## src/rtl/neuron_mac_seq.sv

```systemverilog
// Sequential MAC front end: N_INPUTS signed 8x8 products via an 8-cycle shift-add
// multiplier, summed into a 16-bit signed accumulator. Define SATURATE_EN to clamp on overflow.
module neuron_mac_seq #(
   parameter int N_INPUTS = 4,
   parameter int CNT_W    = $clog2(N_INPUTS + 1)
) (
   input  logic        clk,
   input  logic        rst_n,
   input  logic        in_valid,
   output logic        in_ready,
   input  logic [7:0]  x_in,
   input  logic [7:0]  w_in,
   output logic        acc_valid,
   input  logic        acc_ready,
   output logic [15:0] acc_out,
   output logic        ovf
);

   typedef enum logic [1:0] {IDLE, MUL, ACC, DONE} state_e;

   state_e           state_q, state_d;
   logic [CNT_W-1:0] cnt_q, cnt_d;
   logic [15:0]      mcand_q, mcand_d;
   logic [7:0]       mplier_q, mplier_d;
   logic             sign_q, sign_d;
   logic [2:0]       iter_q, iter_d;
   logic [15:0]      pp_q, pp_d;
   logic [15:0]      acc_q, acc_d;
   logic             ovf_q, ovf_d;

   logic [7:0]       x_mag, w_mag;
   logic [15:0]      pp_add;
   logic [16:0]      sum;
   logic             sum_ovf;

   always_comb begin
      // |-128| = 128 still fits the 8-bit unsigned magnitude
      x_mag   = x_in[7] ? (~x_in + 8'd1) : x_in;
      w_mag   = w_in[7] ? (~w_in + 8'd1) : w_in;
      pp_add  = mplier_q[0] ? (pp_q + mcand_q) : pp_q;
      sum     = {acc_q[15], acc_q} + {pp_q[15], pp_q};
      sum_ovf = sum[16] ^ sum[15];
   end

   always_comb begin
      state_d  = state_q;
      cnt_d    = cnt_q;
      mcand_d  = mcand_q;
      mplier_d = mplier_q;
      sign_d   = sign_q;
      iter_d   = iter_q;
      pp_d     = pp_q;
      acc_d    = acc_q;
      ovf_d    = ovf_q;
      case (state_q)
         IDLE: begin
            if (in_valid) begin
               mcand_d  = {8'h00, x_mag};
               mplier_d = w_mag;
               sign_d   = x_in[7] ^ w_in[7];
               pp_d     = 16'h0000;
               iter_d   = 3'd0;
               state_d  = MUL;
            end
         end
         MUL: begin
            mcand_d  = mcand_q << 1;
            mplier_d = mplier_q >> 1;
            iter_d   = iter_q + 3'd1;
            pp_d     = pp_add;
            if (iter_q == 3'd7) begin
               pp_d    = sign_q ? (~pp_add + 16'd1) : pp_add;
               state_d = ACC;
            end
         end
         ACC: begin
            acc_d = sum[15:0];
            if (sum_ovf) begin
               ovf_d = 1'b1;
`ifdef SATURATE_EN
               acc_d = sum[16] ? 16'h8000 : 16'h7FFF;
`else
               acc_d = sum[15:0];
`endif
            end
            cnt_d   = cnt_q + 1'b1;
            state_d = (cnt_q == CNT_W'(N_INPUTS - 1)) ? DONE : IDLE;
         end
         DONE: begin
            if (acc_ready) begin
               acc_d   = 16'h0000;
               cnt_d   = '0;
               ovf_d   = 1'b0;
               state_d = IDLE;
            end
         end
         default: state_d = IDLE;
      endcase
   end

   always_ff @(posedge clk or negedge rst_n) begin
      if (!rst_n) begin
         state_q  <= IDLE;
         cnt_q    <= '0;
         mcand_q  <= 16'h0000;
         mplier_q <= 8'h00;
         sign_q   <= 1'b0;
         iter_q   <= 3'd0;
         pp_q     <= 16'h0000;
         acc_q    <= 16'h0000;
         ovf_q    <= 1'b0;
      end else begin
         state_q  <= state_d;
         cnt_q    <= cnt_d;
         mcand_q  <= mcand_d;
         mplier_q <= mplier_d;
         sign_q   <= sign_d;
         iter_q   <= iter_d;
         pp_q     <= pp_d;
         acc_q    <= acc_d;
         ovf_q    <= ovf_d;
      end
   end

   // Handshake flags decode straight from the registered state
   assign in_ready  = (state_q == IDLE);
   assign acc_valid = (state_q == DONE);
   assign acc_out   = acc_q;
   assign ovf       = ovf_q;

endmodule

```

## config.mk

```make
export PLATFORM = sky130hd
export DESIGN_NAME = neuron_mac_seq
export DESIGN_NICKNAME = d
export VERILOG_FILES = /design/src/rtl/neuron_mac_seq.sv
export SDC_FILE = /design/constraint.sdc
export NUM_CORES = 1
export LEC_CHECK = 0
export ABC_AREA = 1
export BUFFER_PORTS_ARGS = -buffer_cell sky130_fd_sc_hd__buf_2
export CAP_MARGIN = 20
export CELL_PAD_IN_SITES_DETAIL_PLACEMENT = 0
export CELL_PAD_IN_SITES_GLOBAL_PLACEMENT = 1
export CORE_MARGIN = 4
export CORE_UTILIZATION = 48
export CTS_CLUSTER_DIAMETER = 50
export DETAILED_ROUTE_END_ITERATION = 6
export PLACE_DENSITY_LB_ADDON = 0.25
export SYNTH_ARGS = -nofsm -noshare
export SYNTH_HDL_FRONTEND = slang
export SYNTH_SLANG_ARGS = --single-unit
```

## constraint.sdc

```tcl
create_clock -name clk -period 3.7 [get_ports clk]
set_clock_uncertainty 0.05 [all_clocks]
set_input_delay 0.37 -clock clk [delete_from_list [all_inputs] [get_ports clk]]
set_output_delay 0.37 -clock clk [all_outputs]
set_load 0.03 [all_outputs]
```

# After elaboration in Yosys (flattened, before gate mapping)
# Cells that the tools add are included.
[classes] bitwise_logic=5 n_addsub=7 reduce_logical=8 mux=25 eq_ne=9
[op_table] op="two-way mux 16 bit" count=6
[op_table] op="one-hot mux 16 bit (2 select lines)" count=3
[op_table] op="two-way mux 8 bit" count=3
[op_table] op="adder 16 x 16 -> 17 bit" count=1
[op_table] op="adder 16 x 1 -> 16 bit (second input constant)" count=1
[op_table] op="adder 16 bit" count=1
[op_table] op="adder 8 x 1 -> 8 bit (second input constant)" count=2
[op_table] op="NOT 16 bit" count=1
[op_table] op="NOT 8 bit" count=2
[op_table] op="one-hot mux 8 bit (2 select lines)" count=1
[op_table] op="one-hot mux 3 bit (2 select lines)" count=2
[op_table] op="two-way mux 2 bit" count=4
[op_table] op="one-hot mux 2 bit (4 select lines)" count=1
[op_table] op="adder 3 x 1 -> 3 bit (second input constant)" count=2
[op_table] op="two-way mux 3 bit" count=2
[op_table] op="inequality test 2 bit (second input constant)" count=3
[op_table] op="AND reduction 2 bit" count=3
[op_table] op="AND reduction 3 bit" count=2
[op_table] op="== test 2 bit (second input constant)" count=2
[op_table] op="nonzero test 2 bit" count=2
[op_table] op="== test 3 x 2 -> 1 bit (second input constant)" count=1
[op_table] op="== test 3 bit (second input constant)" count=1
[op_table] op="== test 2 x 1 -> 1 bit (second input constant)" count=1
[op_table] op="zero test 2 bit" count=1
[op_table] op="4 further kinds" count=6
[totals] in_bits=20 out_inout_bits=19 wordCells=63 ff_bits=66

# Logic depth before layout (Yosys ltp)
# Gate-level depths: netlist of the first run.
[depth] ltp_word=7 mapped_depth=18

# Worst setup path after synthesis of the first run
# OpenSTA, ideal clock, no wires.
[synth_timing] path_kind="register -> register" startpoint="reg acc_q[0], in the netlist acc_out[0]" endpoint="reg ovf_q, in the netlist ovf" path_stages_with_launch=13 setup_ns=0.123 path_slack_ns=1.414 arrival_ns=2.113 path_buffers=0 required_ns=3.527 cell_sequence="dfrtp_1 ha_1 fa_1 nand2_1 inv_1 o21ai_0 nand2_1 nand3_1 nand4_1 a211oi_1 a21oi_1 o21ai_0 nand2_1"
[synth_between] elab_chain_cells=4
[synth_lines] element="start, declared" line="28" text="logic [15:0] acc_q, acc_d;"
[synth_lines] element="start signal, assigned" line="110" text="acc_q <= 16'h0000;"
[synth_lines] element="start signal, assigned" line="120" text="acc_q <= acc_d;"
[synth_lines] element="adder 16 x 16 -> 17 bit" line="41" text="sum = {acc_q[15], acc_q} + {pp_q[15], pp_q};"
[synth_lines] element="bitwise XOR 1 bit" line="42" text="sum_ovf = sum[16] ^ sum[15];"
[synth_lines] element="inequality test 2 bit (no line)"
[synth_lines] element="AND reduction 3 bit (no line)"
[synth_lines] element="end signal, assigned" line="121" text="ovf_q <= ovf_d;"
[synth_lines] element="end, declared" line="29" text="logic ovf_q, ovf_d;"
# No other way between the ends.
# A chain may end at the register's enable or synchronous reset.

# Worst setup path in the final report of the first run
[layout_timing] startpoint="reg pp_q[0]" endpoint="reg pp_q[9]"
[layout_between] elab_chain_cells=7
[layout_lines] element="start, declared" line="27" text="logic [15:0] pp_q, pp_d;"
[layout_lines] element="start signal, assigned" line="119" text="pp_q <= pp_d;"
[layout_lines] element="adder 16 bit" line="40" text="pp_add = mplier_q[0] ? (pp_q + mcand_q) : pp_q;"
[layout_lines] element="two-way mux 16 bit (*)" line="40"
[layout_lines] element="NOT 16 bit" line="72" text="pp_d = sign_q ? (~pp_add + 16'd1) : pp_add;"
[layout_lines] element="adder 16 x 1 -> 16 bit" line="72"
[layout_lines] element="two-way mux 16 bit" line="72"
[layout_lines] element="two-way mux 16 bit (*)" line="71" text="if (iter_q == 3'd7) begin"
[layout_lines] element="one-hot mux 16 bit (2 select lines) (*)" line="55" text="case (state_q)"
# Mark *: on every way between the ends. The rest lies on a longest branch, timed or not.

==> summary.md, run 1 <==
| Metric | Value |
|---|---|
| Syn-to-layout area delta | 10.74% |
| Unrepaired setup endpoints after global routing | false |
| Failing checks | negative hold slack |
| Die area | 12,370 um2 |
| Critical path cell sequence | ha_1 > fa_1 > nand2_1 > nand2_1 > nand3_1 > nand2_1 > nand2_1 > nand3_1 > nand2_1 > nand2_1 > nor2_4 > a21oi_1 > a21oi_1 > o21ai_0 > o21ai_0 |
| Top cell family by delay on the critical path | simple AND/OR/NAND/NOR gates |
| Setup CP Type | reg -> reg |
| Tmin final | ~2.6 ns |
| Worst Setup End Kind | flip-flop |
| CP max stage cell | fa_1 |
| Via density | 5.322 |
| Max clock buf depth | 2 |
| Final Hold Fails | 21 |
| Core area | ~10,000 um2 |
| Asr flop ratio synth | 100.0% |
| TritonCTS clock tree | done |
| Place WS | 1.062 ns |
| CTS Hold Bufs | 0 |
| Chip width | roughly 110 um |
| Final setup fails | 0 |
| Nets | about 830 |
| Worst Path Buf+Inv | 0 |
| ANT cells | 0 |
| Maximum vdd drop | 414.6 uV |
| CP max FO | 5 |
| Most frequent CP cell | nand2_1 |
| Final Cycle Share | 71.41% |
| IO Pins | 39 |
| Ys flop type | dfrtp_1 |
| Postcts setup bufs | 0 |
| Slowest stage delay, CP | between 0.4 and 0.5 ns |
| Synthesized net count | 793 |
| Slew at the pin closest to its max-slew limit | 0.8317 ns |
| Total Routing Usage GR | 21.33% |
| Clock Sinks | 66 |
| Worst Path Required | 3.90 ns |
| Static Leak | 2.997 nW |
| Post-route setup slack | about 1.1 ns |
| Post-synth EDFFs | 0 |
| Max Fclk | 378.5 MHz |
| Initial antenna violation count | 0 |
| Critical Path AT | 2.84 ns |
| Routed length per placed instance | 14.29 um |
| Num CTS Buffers | 9 |
| Crit. path cell count | 15 |
| Share of layout cells above drive strength 1 | 11.58% |
| Fin cells | between 900 and 1,000 |
| Final Max Tran Viols | 0 |
| Cell count after synthesis | approximately 730 |
| Pin count of the biggest net entering global routing | 48 |
| Post-DP HPWL | 10,010 um |
| Placed insts | 896 |
| DR pass1 iterations | 5 |
| Synthesized area | slightly above 5000 um2 |
| CTS resizes | 0 |
| H-tree depth | 3 |
| Via count | 4,859 |
| Final core occ | 54.61% |
| Synth warnings | 0 |
| Hold_ws | -0.03454 ns |
| Total power per unit cell area | ~890 nW/um2 |
| Commonest non-fill, non-tap cell in the layout | nand2_1 |
| Remaining DRCs | 0 |
| Global-route wire length before repair | 21,890 um |
| Seq/Total Area, Yosys | 32.30% |
| Initial Util | 49.31% |
| Drt initial violations | around 240 |
| Yosys reg bits | 66 |
| CTS root buf | clkbuf_8 |
| Die Y-Extent | 111.2 um |
| Startpoint Class | flip-flop |
| Gr ovfl total | 0 |
| Synth cell types | 41 |
| Final ANT Viol Nets | 0 |
| Reg2Reg Depth | 15 |
| Worst-Skew Late Latency | 0.34 ns |
| Rows | 37 |
| Final setup TNS | 0 ns |
| Gpl congestion | ~0.90 |
| Status | complete, but fails checks |
| Maxcap violations | 0 |
| Max-slew headroom | around 45% |
| Mapped Avg Cell Area | 6.976 um2 |
| Vias in the first global route | approximately 4,600 |
| CTS clock-pin slew for the worst setup and hold paths | 0.08 ns |
| Hold crit path type | in -> async |
| Commonest non-fill, non-tap cells in the layout | 212 x nand2_1, 100 x inv_1, 66 x dfrtp_1 |
| IO buf count | 38 |
| Final wirelength | 13,050 um |
-- where the power goes --
| part | switching, mW | leakage, nW | internal (mW) | total [mW] |
|---|---|---|---|---|
| clock network | 0.314 | 0.0962 | 0.316 | 0.630 |
| logic | 2.05 | 2.05 | 1.04 | 3.09 |
| registers | 0.299 | 0.855 | 1.02 | 1.32 |
| total | 2.66 | 3.00 | 2.37 | 5.03 |
-- registers in the layout, indices dropped and copies added, names as in the netlist --
register,count
acc_out,16
cnt_q,3
iter_q,3
mplier_q,8
state_q,2
ovf,1
pp_q,16
mcand_q,16
sign_q,1
-- stage by stage --
| stage | total power, mW | hold WS [ns] | area, um2 |
|---|---|---|---|
| after floorplan | 3.637 | 0.02441 | 5114 |
| after global placement | 4.341 | 0.4174 | 5443 |
| after detailed placement | 4.409 | 0.4137 | 5443 |
| after CTS | 5.058 | 0.1665 | 5643 |
| after global routing | 5.563 | 0.004873 | 5663 |
| final | 5.034 | -0.03454 | 5663 |
-- worst reg2reg max path, stage by stage, from the launching register on --
cell and delay (ns):
dfrtp_1 0.42, ha_1 0.27, fa_1 0.45, nand2_1 0.10
nand2_1 0.06, nand3_1 0.09, nand2_1 0.09, nand2_1 0.06
nand3_1 0.06, nand2_1 0.19, nand2_1 0.13, nor2_4 0.14
a21oi_1 0.10, a21oi_1 0.17, o21ai_0 0.11, o21ai_0 0.08
-- logic make-up (layout without fill, tap and decap cells) --
group           after synthesis  in the layout  share of synthesized area, %
simple gates                355            355                         30.32
compound gates              140            140                         16.17
buf+inv                     119            163                         8.906
flops                        66             66                         32.30
fa+ha+maj                    40             40                         10.08
xor+xnor                     13             13                         2.227
-- layer usage --
metal	part of all wire (%)	up-vias	track usage [%]
li1	-	2510	-
met1	47	2223	28.25
met2	47	105	36.03
met3	3.3	21	2.784
met4	2.6	0	7.056
met5	0	-	0
-- cell usage after synthesis, types with 11 or more instances --
cell	number	area, um2
nand2_1	212	795.8
nor2_1	39	146.4
nand3_1	55	275.3
dfrtp_1	66	1652
ha_1	38	475.5
a21oi_1	39	195.2
o22ai_1	12	75.07
o21ai_0	44	220.2
nor3_1	12	60.06
inv_1	100	375.4
clkbuf_1	11	41.29
-- path summary, 6_finish.rpt --
| kind | slack, ns | end | start |
|---|---|---|---|
| worst max-delay path | 1.06 | pp_q[9] | pp_q[0] |
| worst min register to register | 0.44 | mplier_q[7] | mplier_q[7] |
| max in group asynchronous | 2.94 | pp_q[3] | rst_n |
| worst max register to register | 1.06 | pp_q[9] | pp_q[0] |
| worst min-delay path | -0.03 | ovf | rst_n |
| min in group clk | 0.18 | mcand_q[7] | x_in[6] |
-- layout make-up --
class	instances	area, um2
Clock buffer	9	123.9
Clock inverter	7	76.32
Fill cell	1052	4707
Inverter	103	386.6
Multi-Input combinational cell	548	3007
Sequential cell	66	1652
Tap cell	136	170.2
Timing Repair Buffer	44	247.7
Power figures use the tool's default switching activity.
==> inputs of run 2 (changes only) <==
--- a/config.mk
+++ b/config.mk
@@ -11,7 +11,7 @@
 export CELL_PAD_IN_SITES_DETAIL_PLACEMENT = 0
 export CELL_PAD_IN_SITES_GLOBAL_PLACEMENT = 1
 export CORE_MARGIN = 4
-export CORE_UTILIZATION = 48
+export CORE_UTILIZATION = 44
 export CTS_CLUSTER_DIAMETER = 50
 export DETAILED_ROUTE_END_ITERATION = 6
 export PLACE_DENSITY_LB_ADDON = 0.25
==> constraint.sdc (replaced) <==
create_clock -name clk -period 2.49 [get_ports clk]
set_clock_uncertainty 0.05 [all_clocks]
set_input_delay 0.249 -clock clk [delete_from_list [all_inputs] [get_ports clk]]
set_output_delay 0.249 -clock clk [all_outputs]
set_load 0.03 [all_outputs]
==> summary.md, run 2 (synthesized netlist as in run 1, its figures left out) <==
| Metric | Value |
|---|---|
| Critical path cell sequence | ha_4 > fa_2 > inv_1 > nand2_1 > nand3_1 > o21ai_2 > nor3_2 > nand3_2 > nor2_4 > nand2_1 > nor2_1 > nand2_1 > nand2_1 > nand2_1 > nand3_1 > nand2_1 (was ha_1 > fa_1 > nand2_1 > nand2_1 > nand3_1 > nand2_1 > nand2_1 > nand3_1 > nand2_1 > nand2_1 > nor2_4 > a21oi_1 > a21oi_1 > o21ai_0 > o21ai_0) |
| Total Power | 8.313 mW (was 5.034 mW) |
| Via count | 4,990 (was 4,859) |
| Fin cells | 938 (was 913) |
| Reg2Reg Depth | 16 (was 15) |
| Status | completed (was complete, but fails checks) |
| Global-route wire length before repair | 22,820 um (was 21,890 um) |
| Final setup fails | 0 (unchanged) |
| Syn-to-layout area delta | 18.25% (was 10.74%) |
| Final ANT Viol Nets | 0 (unchanged) |
| Slew at the pin closest to its max-slew limit | 0.7807 ns (was 0.8317 ns) |
| Static Leak | 3.134 nW (was 2.997 nW) |
| Final Max Tran Viols | 0 (unchanged) |
| Die Y-Extent | 115.8 um (was 111.2 um) |
| Gpl congestion | 0.9339 (was 0.8962) |
| Final Hold Fails | 0 (was 21) |
| R2R setup slack | 0.03 ns (was 1.06 ns) |
| Worst Setup End Kind | flip-flop (unchanged) |
| ANT cells | 0 (unchanged) |
| Startpoint Class | flip-flop (unchanged) |
| Initial antenna violation count | 0 (unchanged) |
| Max Fclk | 406.1 MHz (was 378.5 MHz) |
| IO buf count | 38 (unchanged) |
| Initial Util | 44.78% (was 49.31%) |
| Tmin final | 2.463 ns (was 2.642 ns) |
| CP max FO | 4 (was 5) |
| Max clock buf depth | 2 (unchanged) |
| Final Cycle Share | 98.90% (was 71.41%) |
| CP max stage cell | dfrtp_2 (was fa_1) |
| Routed length per placed instance | 14.67 um (was 14.29 um) |
| Pin count of the biggest net entering global routing | 42 (was 48) |
| Remaining DRCs | 0 (unchanged) |
| Worst Path Required | 2.67 ns (was 3.90 ns) |
| Gr ovfl total | 0 (unchanged) |
| Worst Path Buf+Inv | 1 (was 0) |
| Place WS | -0.07956 ns (was 1.062 ns) |
| Final wirelength | 13,760 um (was 13,050 um) |
| Worst hold stages | 2 |
| FILL cells | 1,117 (was 1,052) |
| Nets | 850 (was 832) |
| Via density | 5.320 (was 5.322) |
| Final core occ | 52.96% (was 54.61%) |
| Drt initial violations | 252 (was 237) |
| Rows | 39 (was 37) |
| Critical Path AT | 2.64 ns (was 2.84 ns) |
| Chip width | 115.8 um (was 111.2 um) |
| Setup CP Type | reg -> reg (unchanged) |
| Commonest non-fill, non-tap cell in the layout | nand2_1 (unchanged) |
| Maxcap violations | 0 (unchanged) |
| Total Routing Usage GR | 21.50% (was 21.33%) |
| Top cell family by delay on the critical path | simple AND/OR/NAND/NOR gates (unchanged) |
| Core area | 11,420 um2 (was 10,370 um2) |
| Share of layout cells above drive strength 1 | 16.10% (was 11.58%) |
| Vias in the first global route | 4,842 (was 4,601) |
| TritonCTS clock tree | done (unchanged) |
| CTS clock-pin slew for the worst setup and hold paths | 0.06 ns (was 0.08 ns) |
| Most frequent CP cell | nand2_1 (unchanged) |
| Slowest stage delay, CP | 0.43 ns (was 0.45 ns) |
| Post-route setup slack | 0.02742 ns (was 1.058 ns) |
| Max-slew headroom | 47.89% (was 44.55%) |
| Unrepaired setup endpoints after global routing | true (was false) |
| Post-DP HPWL | 10,340 um (was 10,010 um) |
| Crit. path cell count | 16 (was 15) |
| IO Pins | 39 (unchanged) |
| Commonest non-fill, non-tap cells in the layout | 208 x nand2_1, 99 x inv_1, 65 x dfrtp_1 (was 212 x nand2_1, 100 x inv_1, 66 x dfrtp_1) |
| Die area | 13,410 um2 (was 12,370 um2) |
| Num CTS Buffers | 9 (unchanged) |
| Worst-Skew Late Latency | 0.34 ns (about the same) |
| Clock Sinks | 66 (unchanged) |
| CTS root buf | clkbuf_16 (was clkbuf_8) |
| H-tree depth | 3 (unchanged) |
| Placed insts | 913 (was 896) |
| DR pass1 iterations | 5 (unchanged) |
| Total power per unit cell area | 1375 nW/um2 (was 889.0 nW/um2) |
| Hold crit path type | in -> reg (was in -> async) |
| Maximum vdd drop | 722.9 uV (was 414.6 uV) |
run 2: cell count changes in the layout (fill, tap and decap cells not counted), moves of 4 or more:
cell and delta:
ha_1 -6, clkbuf_8 -8, nand2_2 +4, nand2_1 -4, clkbuf_16 +9, ha_4 +5
buf_4 +17
run 2: layout make-up:
| class | count | area [um2] | area share (%) |
|---|---|---|---|
| Multi-Input combinational cell | 548 | 3114 | 51.50 |
| Sequential cell | 66 | 1653 | 27.33 |
| Inverter | 103 | 386.6 | 6.394 |
| Timing Repair Buffer | 62 | 385.4 | 6.373 |
| Clock buffer | 10 | 239.0 | 3.952 |
| Tap cell | 143 | 178.9 | 2.959 |
| Clock inverter | 6 | 90.09 | 1.490 |
run 2: repair_timing:
item / CTS / global route
hold buffers: 1 / 0
endpoints found under the hold margin: 25 / 0
resized for setup: 2 / 26
pin swaps: 2 / 8
setup buffers: 1 / 7
endpoints found under the setup margin: 1 / 13
run 2: worst paths after layout:
path                       startpoint           to
max                           pp_q[0]     pp_q[15]
min                           x_in[6]   mcand_q[7]
max reg2reg                   pp_q[0]     pp_q[15]
min reg2reg                  cnt_q[2]     cnt_q[2]
max in group asynchronous       rst_n      pp_q[0]
min in group asynchronous       rst_n  acc_out[14]
run 2: through the flow:
step	cell area, um2	setup TNS [ns]	hold WS [ns]
after detailed placement	5539	-0.07956	0.2623
after global routing	6047	-1.234	0.05738
after CTS	5893	0	0.05972
final	6047	0	0.06468
after global placement	5539	-0.02008	0.2583
after floorplan	5114	0	-0.09659
run 2: per-layer routing:
layer | track usage, % | share of wire, %
met2 | 36.67 | 48
met4 | 7.270 | 2.2
met1 | 27.61 | 46
met5 | 0 | 0
met3 | 3.708 | 3.0
run 2: power by group:
group | internal (mW) | switching (mW) | leakage, nW
registers | 1.52 | 0.444 | 0.853
clock network | 0.905 | 0.493 | 0.159
logic | 1.77 | 3.18 | 2.12
total | 4.19 | 4.12 | 3.13
==> inputs of run 3 (changes only) <==
--- a/config.mk
+++ b/config.mk
@@ -5,13 +5,13 @@
 export SDC_FILE = /design/constraint.sdc
 export NUM_CORES = 1
 export LEC_CHECK = 0
-export ABC_AREA = 1
+export ABC_AREA = 0
 export BUFFER_PORTS_ARGS = -buffer_cell sky130_fd_sc_hd__buf_2
 export CAP_MARGIN = 20
 export CELL_PAD_IN_SITES_DETAIL_PLACEMENT = 0
 export CELL_PAD_IN_SITES_GLOBAL_PLACEMENT = 1
 export CORE_MARGIN = 4
-export CORE_UTILIZATION = 44
+export CORE_UTILIZATION = 47
 export CTS_CLUSTER_DIAMETER = 50
 export DETAILED_ROUTE_END_ITERATION = 6
 export PLACE_DENSITY_LB_ADDON = 0.25
==> summary.md, run 3 <==
| Metric | Value |
|---|---|
| Status | complete, but fails checks (was completed) |
| Failing checks | negative setup slack |
| Commonest non-fill, non-tap cell in the layout | buf_4 (was nand2_1) |
| Yosys reg bits | 66 (unchanged) |
| Multi-input gate area | 3583 um2 (was 3114 um2) |
| Top cell family by delay on the critical path | compound AO/OA/AOI/OAI gates (was simple AND/OR/NAND/NOR gates) |
| Post-DP HPWL | 10,500 um (was 10,340 um) |
| Synth cell types | 69 (was 41) |
| Ys flop type | dfrtp_1 (unchanged) |
| Share of layout cells above drive strength 1 | 33.98% (was 16.10%) |
| Final core occ | 66.11% (was 52.96%) |
| Initial Util | 48.22% (was 44.78%) |
| Synthesized area | 4979 um2 (was 5114 um2) |
| Cell count after synthesis | 576 (was 733) |
| Global-route wire length before repair | 23,040 um (was 22,820 um) |
| Fin cells | 860 (was 938) |
| Maximum vdd drop | 484.0 uV (was 722.9 uV) |
| Routed length per placed instance | 16.42 um (was 14.67 um) |
| Slew at the pin closest to its max-slew limit | 0.6962 ns (was 0.7807 ns) |
| FILL cells | 838 (was 1,117) |
| Maxcap violations | 0 (unchanged) |
| Post-synth EDFFs | 0 (unchanged) |
| Startpoint Class | flip-flop (unchanged) |
| CP max FO | 3 (was 4) |
| Via count | 4,800 (was 4,990) |
| Most common cell in the synthesized netlist | nand2_1 (unchanged) |
| Core area | 10,320 um2 (was 11,420 um2) |
| Gpl congestion | 0.8952 (was 0.9339) |
| Mapped Avg Cell Area | 8.643 um2 (was 6.976 um2) |
| DR pass1 iterations | 5 (unchanged) |
| Worst-Skew Late Latency | 0.36 ns (was 0.34 ns) |
| Share of the synthesized area in the top cell type | 33.17% (was 32.30%) |
| Clock Sinks | 66 (unchanged) |
| ANT cells | 0 (unchanged) |
| Rows | 37 (was 39) |
| IO buf count | 38 (unchanged) |
| Worst Path Required | 2.69 ns (was 2.67 ns) |
| Worst Setup End Kind | flip-flop (unchanged) |
| Area leader, netlist | dfrtp_1 (unchanged) |
| Final setup TNS | -3.889 ns (was 0 ns) |
| Num CTS Buffers | 9 (unchanged) |
| Final ANT Viol Nets | 0 (unchanged) |
| Final Max Tran Viols | 0 (unchanged) |
| Pin count of the biggest net entering global routing | 43 (was 42) |
| Max clock buf depth | 2 (unchanged) |
| CTS root buf | clkbuf_8 (was clkbuf_16) |
| Commonest non-fill, non-tap cells in the layout | 109 x buf_4, 67 x nand2_1, 63 x dfrtp_1 (was 208 x nand2_1, 99 x inv_1, 65 x dfrtp_1) |
| Chip width | 110.9 um (was 115.8 um) |
| Gr ovfl total | 0 (unchanged) |
| CTS clock-pin slew for the worst setup and hold paths | 0.07 ns (was 0.06 ns) |
| Seq/Total Area, Yosys | 33.17% (was 32.30%) |
| Unrepaired setup endpoints after global routing | true (unchanged) |
| Total Routing Usage GR | 22.86% (was 21.50%) |
| H-tree depth | 3 (unchanged) |
| Hold crit path type | in -> reg (unchanged) |
| Initial antenna violation count | 0 (unchanged) |
| Die area | 12,300 um2 (was 13,410 um2) |
| Tmin final | 3.096 ns (was 2.463 ns) |
| Ranking of synthesized cells by area | dfrtp_1 33%, ha_1 9.6%, o21ai_0 6.1% (was dfrtp_1 32%, nand2_1 16%, ha_1 9.3%) |
| Final Hold Fails | 0 (unchanged) |
| IO Pins | 39 (unchanged) |
| Drt initial violations | 260 (was 252) |
| Nets | 779 (was 850) |
| Final wirelength | 14,120 um (was 13,760 um) |
| Critical Path AT | 3.29 ns (was 2.64 ns) |
| Post-route setup slack | -0.6057 ns (was 0.02742 ns) |
| Critical path cell sequence | ha_2 > fa_2 > buf_6 > a21o_1 > a221oi_2 > xnor2_1 > mux2i_2 > nand2_2 > nor4_4 > a31oi_2 > buf_4 > mux2i_1 > o2bb2ai_1 (was ha_4 > fa_2 > inv_1 > nand2_1 > nand3_1 > o21ai_2 > nor3_2 > nand3_2 > nor2_4 > nand2_1 > nor2_1 > nand2_1 > nand2_1 > nand2_1 > nand3_1 > nand2_1) |
| Syn-to-layout area delta | 37.09% (was 18.25%) |
| Max Fclk | 323.0 MHz (was 406.1 MHz) |
| Via density | 5.581 (was 5.320) |
| Synth cell count leaders | 70 x nand2_1, 66 x dfrtp_1, 61 x o21ai_0, 42 x nor2_1, 38 x ha_1 (was 212 x nand2_1, 100 x inv_1, 66 x dfrtp_1, 55 x nand3_1, 44 x o21ai_0) |
| TritonCTS clock tree | done (unchanged) |
| Synth warnings | 0 (unchanged) |
| Final setup fails | 13 (was 0) |
| Final Cycle Share | 124.3% (was 98.90%) |
| Remaining DRCs | 0 (unchanged) |
| Slowest stage delay, CP | 0.39 ns (was 0.43 ns) |
| Synthesized net count | 636 (was 793) |
| Worst Path Buf+Inv | 2 (was 1) |
| Max-slew headroom | 53.42% (was 47.89%) |
| Sequential Area | 1655 um2 (was 1653 um2) |
| CP max stage cell | dfrtp_1 (was dfrtp_2) |
| Vias in the first global route | 4,704 (was 4,842) |
| Setup CP Type | reg -> reg (unchanged) |
| Asr flop ratio synth | 100.0% (unchanged) |
| Die Y-Extent | 110.9 um (was 115.8 um) |
| Total power per unit cell area | 1458 nW/um2 (was 1375 nW/um2) |
| Place WS | -0.5104 ns (was -0.07956 ns) |
| Placed insts | 824 (was 913) |
| Hold_ws | 0.1384 ns (was 0.06468 ns) |
| Static Leak | 3.187 nW (was 3.134 nW) |
## run 3: cell count changes after synthesis, sizes merged, moves of 8 or more
cell | previous run | this run
inv | 102 | 21
nand2 | 219 | 71
a21o | 0 | 12
o21ai | 50 | 68
mux2i | 0 | 9
nand3 | 59 | 18
clkbuf | 11 | 22
xor2 | 10 | 20
xnor2 | 3 | 23
nor4 | 0 | 8
## run 3: power breakdown
part | switching, mW | internal (mW)
sequential | 0.428 | 1.52
combinational | 3.80 | 3.26
clock | 0.426 | 0.517
## run 3: cell families (layout without fill, tap and decap cells)
| family | Yosys count | after routing | synth area share (%) |
|---|---|---|---|
| buffers and inverters | 47 | 195 | 3.896 |
| and+or+nand+nor | 178 | 178 | 17.34 |
| xor gates and xnor gates | 43 | 43 | 7.565 |
| muxes | 9 | 9 | 1.885 |
| AOI/OAI and AO/OA | 193 | 193 | 25.79 |
| adders and majority gates | 40 | 40 | 10.35 |
| DFF | 66 | 66 | 33.17 |
## run 3: timing repair
item | in CTS | in global routing
endpoints found under the hold margin | 24 | 0
setup buffers | 13 | 9
setup endpoints to repair | 17 | 20
pin swaps | 23 | 34
resized for setup | 26 | 67
hold buffers | 1 | 0
## run 3: cell type report
type	instances	area share, %
clock buffer	14	2.383
clock inverter	2	0.5133
inverter	21	1.155
multi-input combinational	463	52.50
sequential	66	24.25
tap	136	2.493
timing repair buffer	158	16.70
## run 3: tightest hold or removal path: cells and delay by family
family          cells  cell delay (ns)
compound gates      2             0.17
buf+inv             1             0.10
## run 3: path summary, 6_finish.rpt
| path | from | end | slack (ns) | depth (start not counted) |
|---|---|---|---|---|
| min in group asynchronous | rst_n | acc_out[15] | 0.38 | 2 |
| max in group asynchronous | rst_n | mcand_q[2] | 1.36 | 3 |
| setup reg to reg | mcand_q[0] | pp_q[14] | -0.61 | 13 |
| hold / removal | w_in[0] | mplier_q[0] | 0.14 | 3 |
| hold reg to reg | cnt_q[2] | cnt_q[2] | 0.44 | 2 |
| setup / recovery | mcand_q[0] | pp_q[14] | -0.61 | 13 |
## run 3: through the flow
stage	instance area [um2]	power, mW
floorplan	5016	5.546
global placement	6027	7.613
detailed placement	6027	7.779
CTS	6464	9.133
global route	6825	10.71
finish	6825	9.955
## run 3: routing by layer
metal  vias to the layer above  GRT usage [%]  part of all wire (%)
met5                         -              0                     0
met4                         0          7.225                   2.0
met3                        26          3.548                   4.1
met2                       101          37.99                    48
met1                      2282          30.57                    46
li1                       2391              -                     -
